`config.mk`:
```
export PLATFORM = sky130hd
export DESIGN_NAME = store_buffer_flat
export DESIGN_NICKNAME = d
export VERILOG_FILES = /design/src/rtl/store_buffer_if.sv /design/src/rtl/store_buffer.sv /design/src/flat_wrapper.sv
export SDC_FILE = /design/constraint.sdc
export NUM_CORES = 1
export LEC_CHECK = 0
export ABC_AREA = 1
export BUFFER_PORTS_ARGS = -buffer_cell sky130_fd_sc_hd__clkbuf_2
export CAP_MARGIN = 20
export CELL_PAD_IN_SITES_DETAIL_PLACEMENT = 2
export CELL_PAD_IN_SITES_GLOBAL_PLACEMENT = 2
export CORE_UTILIZATION = 36
export DETAILED_ROUTE_END_ITERATION = 16
export PLACE_DENSITY = 0.85
export SLEW_MARGIN = 20
export SYNTH_ARGS = -nofsm -noshare
export SYNTH_HDL_FRONTEND = slang
export SYNTH_SLANG_ARGS = --single-unit
```
`constraint.sdc`:
```
create_clock -name Clock_Puls -period 4 [get_ports Clock_Puls]
set_input_delay 0.8 -clock Clock_Puls [delete_from_list [all_inputs] [get_ports Clock_Puls]]
set_output_delay 0.8 -clock Clock_Puls [all_outputs]
set_load 0.01 [all_outputs]
```
`src/rtl/store_buffer_if.sv`:
```
// Signal bundle between the CPU/memory side and store_buffer.
// The master modport is the environment; the slave modport is the buffer itself.
interface store_buffer_if;
  logic [15:0] Cpu_Adr;
  logic        Cpu_Wr;
  logic        Cpu_Rd;
  logic [15:0] Cpu_Din;
  logic [15:0] Cpu_Dout;
  logic        Cpu_Stall;
  logic        Flush;
  logic        Flush_Done;
  logic [15:0] Mem_Adr;
  logic        Mem_Wr;
  logic        Mem_Rd;
  logic [15:0] Mem_Di;
  logic [15:0] Mem_Do;

  modport master (
    output Cpu_Adr, Cpu_Wr, Cpu_Rd, Cpu_Din, Flush, Mem_Do,
    input  Cpu_Dout, Cpu_Stall, Flush_Done, Mem_Adr, Mem_Wr, Mem_Rd, Mem_Di
  );

  modport slave (
    input  Cpu_Adr, Cpu_Wr, Cpu_Rd, Cpu_Din, Flush, Mem_Do,
    output Cpu_Dout, Cpu_Stall, Flush_Done, Mem_Adr, Mem_Wr, Mem_Rd, Mem_Di
  );
endinterface

```
`src/rtl/store_buffer.sv`:
```
// Write-posting FIFO in front of the 16-bit data memory with load lookup and flush handshake.
// Define STORE_BUFFER_FORWARD_EN to forward loads from buffered stores instead of stalling on a hit.
module store_buffer #(
  parameter int DEPTH = 4,
  parameter int PTR_W = 2
) (
  input logic           Clock_Puls,
  input logic           Reset_n,
  store_buffer_if.slave bus
);

  typedef enum logic {IDLE, FLUSH} state_t;

  localparam logic [PTR_W:0] FULL_CNT = (PTR_W+1)'(DEPTH);

  state_t           state_q, state_d;
  logic [PTR_W-1:0] head_q, head_d;
  logic [PTR_W-1:0] tail_q, tail_d;
  logic [PTR_W:0]   count_q, count_d;
  logic [DEPTH-1:0] valid_q, valid_d;
  logic [15:0]      adr_q  [DEPTH];
  logic [15:0]      adr_d  [DEPTH];
  logic [15:0]      data_q [DEPTH];
  logic [15:0]      data_d [DEPTH];
  logic             flush_done_q, flush_done_d;

  logic        full;
  logic        flushing;
  logic        rd_block;
  logic        stall;
  logic        read_go;
  logic        drain;
  logic        push;
  logic [15:0] load_data;

`ifdef STORE_BUFFER_FORWARD_EN
  logic             fwd_hit;
  logic [15:0]      fwd_data;
  logic [PTR_W-1:0] fwd_idx;

  // Walk oldest to newest so the youngest matching store wins.
  always_comb begin
    fwd_hit  = 1'b0;
    fwd_data = '0;
    fwd_idx  = '0;
    for (int i = 0; i < DEPTH; i++) begin
      fwd_idx = head_q + PTR_W'(i);
      if (valid_q[fwd_idx] && (adr_q[fwd_idx] == bus.Cpu_Adr)) begin
        fwd_hit  = 1'b1;
        fwd_data = data_q[fwd_idx];
      end
    end
  end

  assign rd_block  = 1'b0;
  assign load_data = fwd_hit ? fwd_data : bus.Mem_Do;
`else
  logic addr_match;

  // Without forwarding, a load that hits a buffered store waits for it to drain.
  always_comb begin
    addr_match = 1'b0;
    for (int i = 0; i < DEPTH; i++) begin
      if (valid_q[i] && (adr_q[i] == bus.Cpu_Adr)) begin
        addr_match = 1'b1;
      end
    end
  end

  assign rd_block  = bus.Cpu_Rd & addr_match;
  assign load_data = bus.Mem_Do;
`endif

  always_comb begin
    full     = (count_q == FULL_CNT);
    flushing = (state_q == FLUSH);
    stall    = (bus.Cpu_Wr | bus.Cpu_Rd) & (flushing | full | rd_block);
    read_go  = bus.Cpu_Rd & ~stall;
    drain    = (count_q != '0) & ~read_go;
    push     = bus.Cpu_Wr & ~stall;
  end

  // Everything facing the CPU and memory is forced quiet while reset is held.
  always_comb begin
    bus.Mem_Wr    = 1'b0;
    bus.Mem_Rd    = 1'b0;
    bus.Mem_Adr   = '0;
    bus.Mem_Di    = '0;
    bus.Cpu_Stall = 1'b0;
    bus.Cpu_Dout  = '0;
    if (Reset_n) begin
      bus.Cpu_Stall = stall;
      if (drain) begin
        bus.Mem_Wr  = 1'b1;
        bus.Mem_Adr = adr_q[head_q];
        bus.Mem_Di  = data_q[head_q];
      end else if (read_go) begin
        bus.Mem_Rd  = 1'b1;
        bus.Mem_Adr = bus.Cpu_Adr;
      end
      if (read_go) begin
        bus.Cpu_Dout = load_data;
      end
    end
  end

  assign bus.Flush_Done = flush_done_q;

  always_comb begin
    head_d       = head_q;
    tail_d       = tail_q;
    valid_d      = valid_q;
    adr_d        = adr_q;
    data_d       = data_q;
    state_d      = state_q;
    flush_done_d = 1'b0;

    if (drain) begin
      valid_d[head_q] = 1'b0;
      head_d          = head_q + 1'b1;
    end
    if (push) begin
      valid_d[tail_q] = 1'b1;
      adr_d[tail_q]   = bus.Cpu_Adr;
      data_d[tail_q]  = bus.Cpu_Din;
      tail_d          = tail_q + 1'b1;
    end
    count_d = count_q + (PTR_W+1)'(push) - (PTR_W+1)'(drain);

    // Flush_Done fires in the cycle after the last entry leaves.
    case (state_q)
      IDLE: begin
        if (bus.Flush) begin
          state_d = FLUSH;
        end
      end
      FLUSH: begin
        if (count_d == '0) begin
          state_d      = IDLE;
          flush_done_d = 1'b1;
        end
      end
      default: state_d = IDLE;
    endcase
  end

  always_ff @(posedge Clock_Puls or negedge Reset_n) begin
    if (!Reset_n) begin
      state_q      <= IDLE;
      head_q       <= '0;
      tail_q       <= '0;
      count_q      <= '0;
      valid_q      <= '0;
      adr_q        <= '{default: '0};
      data_q       <= '{default: '0};
      flush_done_q <= 1'b0;
    end else begin
      state_q      <= state_d;
      head_q       <= head_d;
      tail_q       <= tail_d;
      count_q      <= count_d;
      valid_q      <= valid_d;
      adr_q        <= adr_d;
      data_q       <= data_d;
      flush_done_q <= flush_done_d;
    end
  end

endmodule

```
`src/flat_wrapper.sv`:
```
// flat-port wrapper written by rule: the top's interface ports become plain ports
module store_buffer_flat 
#(
  parameter int DEPTH = 4,
  parameter int PTR_W = 2
)
  (Clock_Puls, Reset_n, bus_Cpu_Adr, bus_Cpu_Wr, bus_Cpu_Rd, bus_Cpu_Din, bus_Flush, bus_Mem_Do, bus_Cpu_Dout, bus_Cpu_Stall, bus_Flush_Done, bus_Mem_Adr, bus_Mem_Wr, bus_Mem_Rd, bus_Mem_Di);
  store_buffer_if bus_i ();
  input logic Clock_Puls;
  input logic Reset_n;
  input wire logic [$bits(bus_i.Cpu_Adr)-1:0] bus_Cpu_Adr;
  input wire logic [$bits(bus_i.Cpu_Wr)-1:0] bus_Cpu_Wr;
  input wire logic [$bits(bus_i.Cpu_Rd)-1:0] bus_Cpu_Rd;
  input wire logic [$bits(bus_i.Cpu_Din)-1:0] bus_Cpu_Din;
  input wire logic [$bits(bus_i.Flush)-1:0] bus_Flush;
  input wire logic [$bits(bus_i.Mem_Do)-1:0] bus_Mem_Do;
  output wire logic [$bits(bus_i.Cpu_Dout)-1:0] bus_Cpu_Dout;
  output wire logic [$bits(bus_i.Cpu_Stall)-1:0] bus_Cpu_Stall;
  output wire logic [$bits(bus_i.Flush_Done)-1:0] bus_Flush_Done;
  output wire logic [$bits(bus_i.Mem_Adr)-1:0] bus_Mem_Adr;
  output wire logic [$bits(bus_i.Mem_Wr)-1:0] bus_Mem_Wr;
  output wire logic [$bits(bus_i.Mem_Rd)-1:0] bus_Mem_Rd;
  output wire logic [$bits(bus_i.Mem_Di)-1:0] bus_Mem_Di;
  assign bus_i.Cpu_Adr = bus_Cpu_Adr;
  assign bus_i.Cpu_Wr = bus_Cpu_Wr;
  assign bus_i.Cpu_Rd = bus_Cpu_Rd;
  assign bus_i.Cpu_Din = bus_Cpu_Din;
  assign bus_i.Flush = bus_Flush;
  assign bus_i.Mem_Do = bus_Mem_Do;
  assign bus_Cpu_Dout = bus_i.Cpu_Dout;
  assign bus_Cpu_Stall = bus_i.Cpu_Stall;
  assign bus_Flush_Done = bus_i.Flush_Done;
  assign bus_Mem_Adr = bus_i.Mem_Adr;
  assign bus_Mem_Wr = bus_i.Mem_Wr;
  assign bus_Mem_Rd = bus_i.Mem_Rd;
  assign bus_Mem_Di = bus_i.Mem_Di;
  store_buffer #(.DEPTH(DEPTH), .PTR_W(PTR_W)) u_core (.Clock_Puls(Clock_Puls), .Reset_n(Reset_n), .bus(bus_i));
endmodule
```
# Word level (Yosys, flattened, before mapping)
# Cells that the tools add are included.
# op_classes
magnitude_cmp,7
add_sub_neg,4
bitwise_logic,16
mux,38
n_eq_ne,5
n_reduce_logical,9
# op_table
operator,n
16-bit 2-to-1 mux,12
64-bit bitwise mux,2
16-bit binary-select mux with 2-bit select,2
16-bit == test,4
16-bit demux with 2-bit select,1
1-bit 2-to-1 mux,16
4-bit 2-to-1 mux,2
1-bit logical AND,7
"3-bit greater-or-equal comparator, second input constant",2
"2-bit by 3-bit less-than comparator with 1-bit output, second input constant",2
2-bit inverter with 3-bit output,2
1-bit bitwise AND,5
"2-bit by 1-bit adder with 2-bit output, second input constant",2
4-bit bitwise AND,1
1-bit demux with 2-bit select,2
"2-bit by 1-bit greater-or-equal comparator with 1-bit output, second input constant",2
4-bit inverter,1
4-bit bitwise OR,1
3-bit by 1-bit adder with 3-bit output,1
"3-bit == test, second input constant",1
3-bit logical NOT,1
"3-bit by 1-bit less-than comparator with 1-bit output, second input constant",1
1-bit inverter,3
1-bit bitwise OR,3
3 further kinds,3
# totals
wordCells,93
output_inout_bits,52
input_bits,53
ff_bits,141

# Depth between registers and ports, before layout
# logic_depth
depth_word,17
depth_mapped,22
depth_no_buf,21

# Worst setup path after synthesis
# OpenSTA, ideal clock, no wires.
# synth_path
path_type,in2reg
start,input port bus_Cpu_Adr[5]
end,register u_core.state_q (netlist: u_core.flushing)
t_required_ns,3.882
stages,22
setup_slack_ns,0.645
arrival_ns,3.238
setup_ns,0.118
path_buffers,1
path_cell_list,buf_4 -> inv_2 -> nand2_1 -> o21ai_1 -> inv_2 -> nand3_1 -> nor2_2 -> nand2_2 -> nor2_4 -> nor2_8 -> nand3_4 -> nand2_4 -> inv_1 -> ha_1 -> inv_1 -> ha_1 -> inv_1 -> fa_1 -> nand2_1 -> nor3_1 -> o21bai_1 -> inv_1
# synth_between
elab_chain_len,17
elab_cells_between_ends,25
cone_classes,2 x add/sub; 4 x eq/ne; 6 x mux; 8 x bitwise; 5 x reduce/logical
# synth_rtl
element,line_no,rtl
start: declaration,flat_wrapper.sv:11,input wire logic [$bits(bus_i.Cpu_Adr)-1:0] bus_Cpu_Adr;
16-bit == test,store_buffer.sv:64,if (valid_q[i] && (adr_q[i] == bus.Cpu_Adr)) begin
1-bit logical AND,store_buffer.sv:64,
1-bit 2-to-1 mux (3 in series),store_buffer.sv:64,
1-bit 2-to-1 mux (*),store_buffer.sv:64,
1-bit bitwise AND (*),store_buffer.sv:70,assign rd_block = bus.Cpu_Rd & addr_match;
1-bit bitwise OR (*),store_buffer.sv:77,stall = (bus.Cpu_Wr | bus.Cpu_Rd) & (flushing | full | rd_block);
1-bit bitwise AND (*),store_buffer.sv:77,
1-bit inverter (*),"store_buffer.sv:78, store_buffer.sv:80",
branches (longest 3 deep; another with 3-bit by 1-bit adder with 3-bit output),n/a,
3-bit by 1-bit subtractor with 3-bit output (*),store_buffer.sv:128,count_d = count_q + (PTR_W+1)'(push) - (PTR_W+1)'(drain);
3-bit logical NOT (*),store_buffer.sv:138,if (count_d == '0) begin
1-bit 2-to-1 mux (*),store_buffer.sv:138,
1-bit case mux with 2 select lines (*),store_buffer.sv:131,case (state_q)
net u_core.state_d,store_buffer.sv:16,"state_t state_q, state_d;"
end signal: assignment,store_buffer.sv:158,state_q <= state_d;
end: declaration,store_buffer.sv:16,
# Mark *: on every way through the listed nets, which the timed path passes.
# A chain may end at the register's enable or synchronous reset.

# Final worst setup path
# layout_path
start,input port bus_Cpu_Adr[13]
end,output port bus_Mem_Adr[0]
# layout_between
elab_chain_len,15
elab_cells_between_ends,22
cone_classes,4 x eq/ne; 7 x mux; 7 x bitwise; 4 x reduce/logical
# layout_rtl
element,line_no,rtl
16-bit == test,store_buffer.sv:64,
1-bit logical AND,store_buffer.sv:64,
1-bit 2-to-1 mux (3 in series),store_buffer.sv:64,
1-bit 2-to-1 mux (*),store_buffer.sv:64,
1-bit bitwise AND (*),store_buffer.sv:70,
1-bit bitwise OR (*),store_buffer.sv:77,
1-bit bitwise AND (*),store_buffer.sv:77,
1-bit inverter (*),store_buffer.sv:78,read_go = bus.Cpu_Rd & ~stall;
1-bit bitwise AND (*),store_buffer.sv:78,
1-bit inverter,store_buffer.sv:79,drain = (count_q != '0) & ~read_go;
1-bit bitwise AND,store_buffer.sv:79,
16-bit 2-to-1 mux (*),store_buffer.sv:93,if (drain) begin
16-bit 2-to-1 mux (*),store_buffer.sv:91,if (Reset_n) begin
end: declaration,flat_wrapper.sv:20,output wire logic [$bits(bus_i.Mem_Adr)-1:0] bus_Mem_Adr;
# Mark *: on every way between the ends. The rest lies on a longest branch, timed or not.

==> results_dict.tcl <==
set metrics [dict create \
    drv_cap 0 \
    gp_congestion 0.864 \
    cp_max_fo 12 \
    cts_root_buffer "clkbuf_16" \
    cpMostUsedCell "nand2_1" \
    hold_path.class "in -> async" \
    worstPathCellList "clkbuf_4, inv_1, nand2_1, o21ai_0, nor2_1, nand2_1, nor2_1, nand3_1, nand2_1, inv_2, nand3_4, nand2_4, buf_4, nor2_8, buf_6, nand2_1, nand2_1, clkbuf_2" \
    initial_core_util_pct 37.1 \
    antenna_left 0 \
    path_delay_family "simple AND/OR/NAND/NOR gates" \
    ir_drop_mv 0.301 \
    hpwlAfterDp_um 23400 \
    htreeDepth 4 \
    n_fill_cell 2814 \
    clock_latency_ps 440 \
    viasPerCell 5.66 \
    synthToLayoutAreaGrowth_pct 13.7 \
    skew_ps 15.4 \
    reg2regPathDepth 20 \
    syn-num-nets 1277 \
    cts_tree "done" \
    setup_violations 0 \
    die_x_um 158 \
    critPathKind "in -> out" \
    syn_area_um2 8780 \
    stdcell_count 1600 \
    p_total_w 0.00847 \
    startpoint_type "input pin" \
    cts.clk_slew.worst_paths_ps 70 \
    cts_num_sinks 141 \
    drc 0 \
    fin_crit_sh_pct 97.7 \
    pin_count 105 \
    cp.depth 18 \
    postLayoutCoreUtil_pct 42.1 \
    grt_start_max_net_pins 84 \
    synth.distinct_cells 36 \
    cts_made_buffers 17 \
    firstDrtPassIters 5 \
    clock.fmax_mhz 256 \
    syn_avg_cell_area_um2 7.24 \
    worst_slew_pin_slew_ps 964 \
    cts_setup_buffers 0 \
    period_minus_slack_ps 3910 \
    grtUsageTotal_pct 30.6 \
    ys_warn_count 0 \
    tns_ps 0 \
    drt_iter0_markers 589 \
    grt_pass1_wl_um 56900 \
    leakagePower_nw 5.22 \
    rsz0062_at_grt "false" \
    portBuffers 104 \
    slew_violations 0 \
    drive_gt1_share_pct 16.6 \
    final_common_cell "nand2_1" \
    yosysSeqAreaShare_pct 40.2 \
    core_um2 23700 \
    dp.cells 1568 \
    slowest_delay_ps 210 \
    cp.arrival_ps 3110 \
    path_buf_inv 6 \
    wl_per_cell_um 22.9 \
    die_area_um2 25000 \
    synth_cells 1213 \
    hold_viol 0 \
    fp.dieH_um 158 \
    antenna_found_initial 1 \
    critPathCaptureType "primary output" \
    powerDensity_nw_per_um2 849 \
    clk_path_buf_depth 2 \
    routed_wl_um 36600 \
    vias 9062 \
    num_rows 56 \
    fin_nets 1332 \
    cp.required_ps 3200 \
    crit_slowest_cell "nor2_1" \
    max_slew_margin_pct 35.7 \
    final_cell_mix "466 x nand2_1, 141 x dfrtp_1, 134 x nand4_1" \
    grt_pass1_vias 9857 \
    ys_ff_latch 141 \
    ctsHoldBuffers 0 \
    outcome "completed" \
    grt.overflow.total 0 \
]
[final timing paths]
path                                   start                end  slack [ps]
min in group Clock_Puls    u_core.data_q[36]  u_core.data_q[36]         470
hold / removal                       Reset_n   u_core.adr_q[41]         270
max in group asynchronous            Reset_n  u_core.data_q[37]        2620
setup reg to reg            u_core.adr_q[55]    u_core.flushing         730
hold reg to reg            u_core.data_q[36]  u_core.data_q[36]         470
setup / recovery             bus_Cpu_Adr[13]     bus_Mem_Adr[0]          90
[stage by stage]
stage	area [µm²]	hold slack, ps	setup WS (ps)
floorplan	8780	436	645
global placement	9400	453	139
detailed placement	9400	460	8.05
CTS	9970	273	8.79
global route	9980	277	16.2
finish	9980	265	90.5
[flip-flops by register name, summed over array words and instances (netlist names)]
register	count
u_core.flushing	1
u_core.adr_q	64
u_core.tail_q	2
u_core.bus.Flush_Done	1
u_core.valid_q	4
u_core.head_q	2
u_core.data_q	64
u_core.count_q	3
[synth_stat cells]
master	number	area, µm²
nor2_8	2	40.0
buf_2	13	65.1
nand3b_1	1	7.51
nand2_8	1	20.0
ha_1	10	125
a21oi_1	36	180
nand3_4	4	70.1
inv_1	73	274
nor2_1	76	285
xor2_1	12	105
nand3_1	19	95.1
nand4_1	134	838
nand2_4	2	22.5
buf_6	10	113
o211ai_1	2	15.0
o22ai_1	1	6.26
nor2_4	11	124
buf_1	17	63.8
o21ai_0	58	290
inv_2	16	60.1
dfrtp_1	141	3530
inv_4	2	12.5
o21bai_1	1	7.51
nand2_2	4	25.0
a32o_1	16	160
nor2_2	1	6.26
nor3_1	5	25.0
nand2_1	466	1750
o21ai_1	11	55.1
buf_4	23	173
fa_1	1	20.0
a31oi_1	1	6.26
xnor2_1	4	35.0
clkbuf_1	36	135
nand3_2	1	10.0
buf_8	2	30.0
[per-layer routing]
metal | up-vias | wire length (µm) | global-route usage [%]
li1 | 4060 | - | -
met1 | 4704 | 15500 | 37.8
met2 | 241 | 18600 | 53.0
met3 | 57 | 1690 | 6.10
met4 | 0 | 841 | 10.2
met5 | - | 0 | 0
[cell type report]
| cell class | count | area (µm²) | area share, % |
|---|---|---|---|
| diodes | 1 | 2.50 | 0.0251 |
| clock buffers | 17 | 425 | 4.26 |
| clock inverters | 14 | 148 | 1.48 |
| inverters | 91 | 347 | 3.47 |
| multi-input cells | 880 | 4320 | 43.3 |
| flip-flops and latches | 141 | 3530 | 35.3 |
| well taps | 319 | 399 | 4.00 |
| repair buffers | 137 | 808 | 8.10 |
[where the power goes]
part	switching, W	total, W	internal (W)
Sequential	0.000601	0.00271	0.00211
Combinational	0.00285	0.00414	0.00130
Clock	0.000743	0.00162	0.000878
Total	0.00419	0.00847	0.00428
[what timing repair did]
item                                    4_1_cts  5_1_grt
endpoints found under the hold margin         0        0
endpoints found under the setup margin        0       13
resized for setup                             0        5
[logic make-up after synthesis]
kind of cell	count (synthesis)	synth area share (%)
DFF	141	40.2
adders and majority gates	11	1.65
AOI/OAI and AO/OA	126	8.21
buffers and inverters	192	10.5
and+or+nand+nor	727	37.8
xor gates and xnor gates	16	1.60
(Power assumes the default switching activity.)
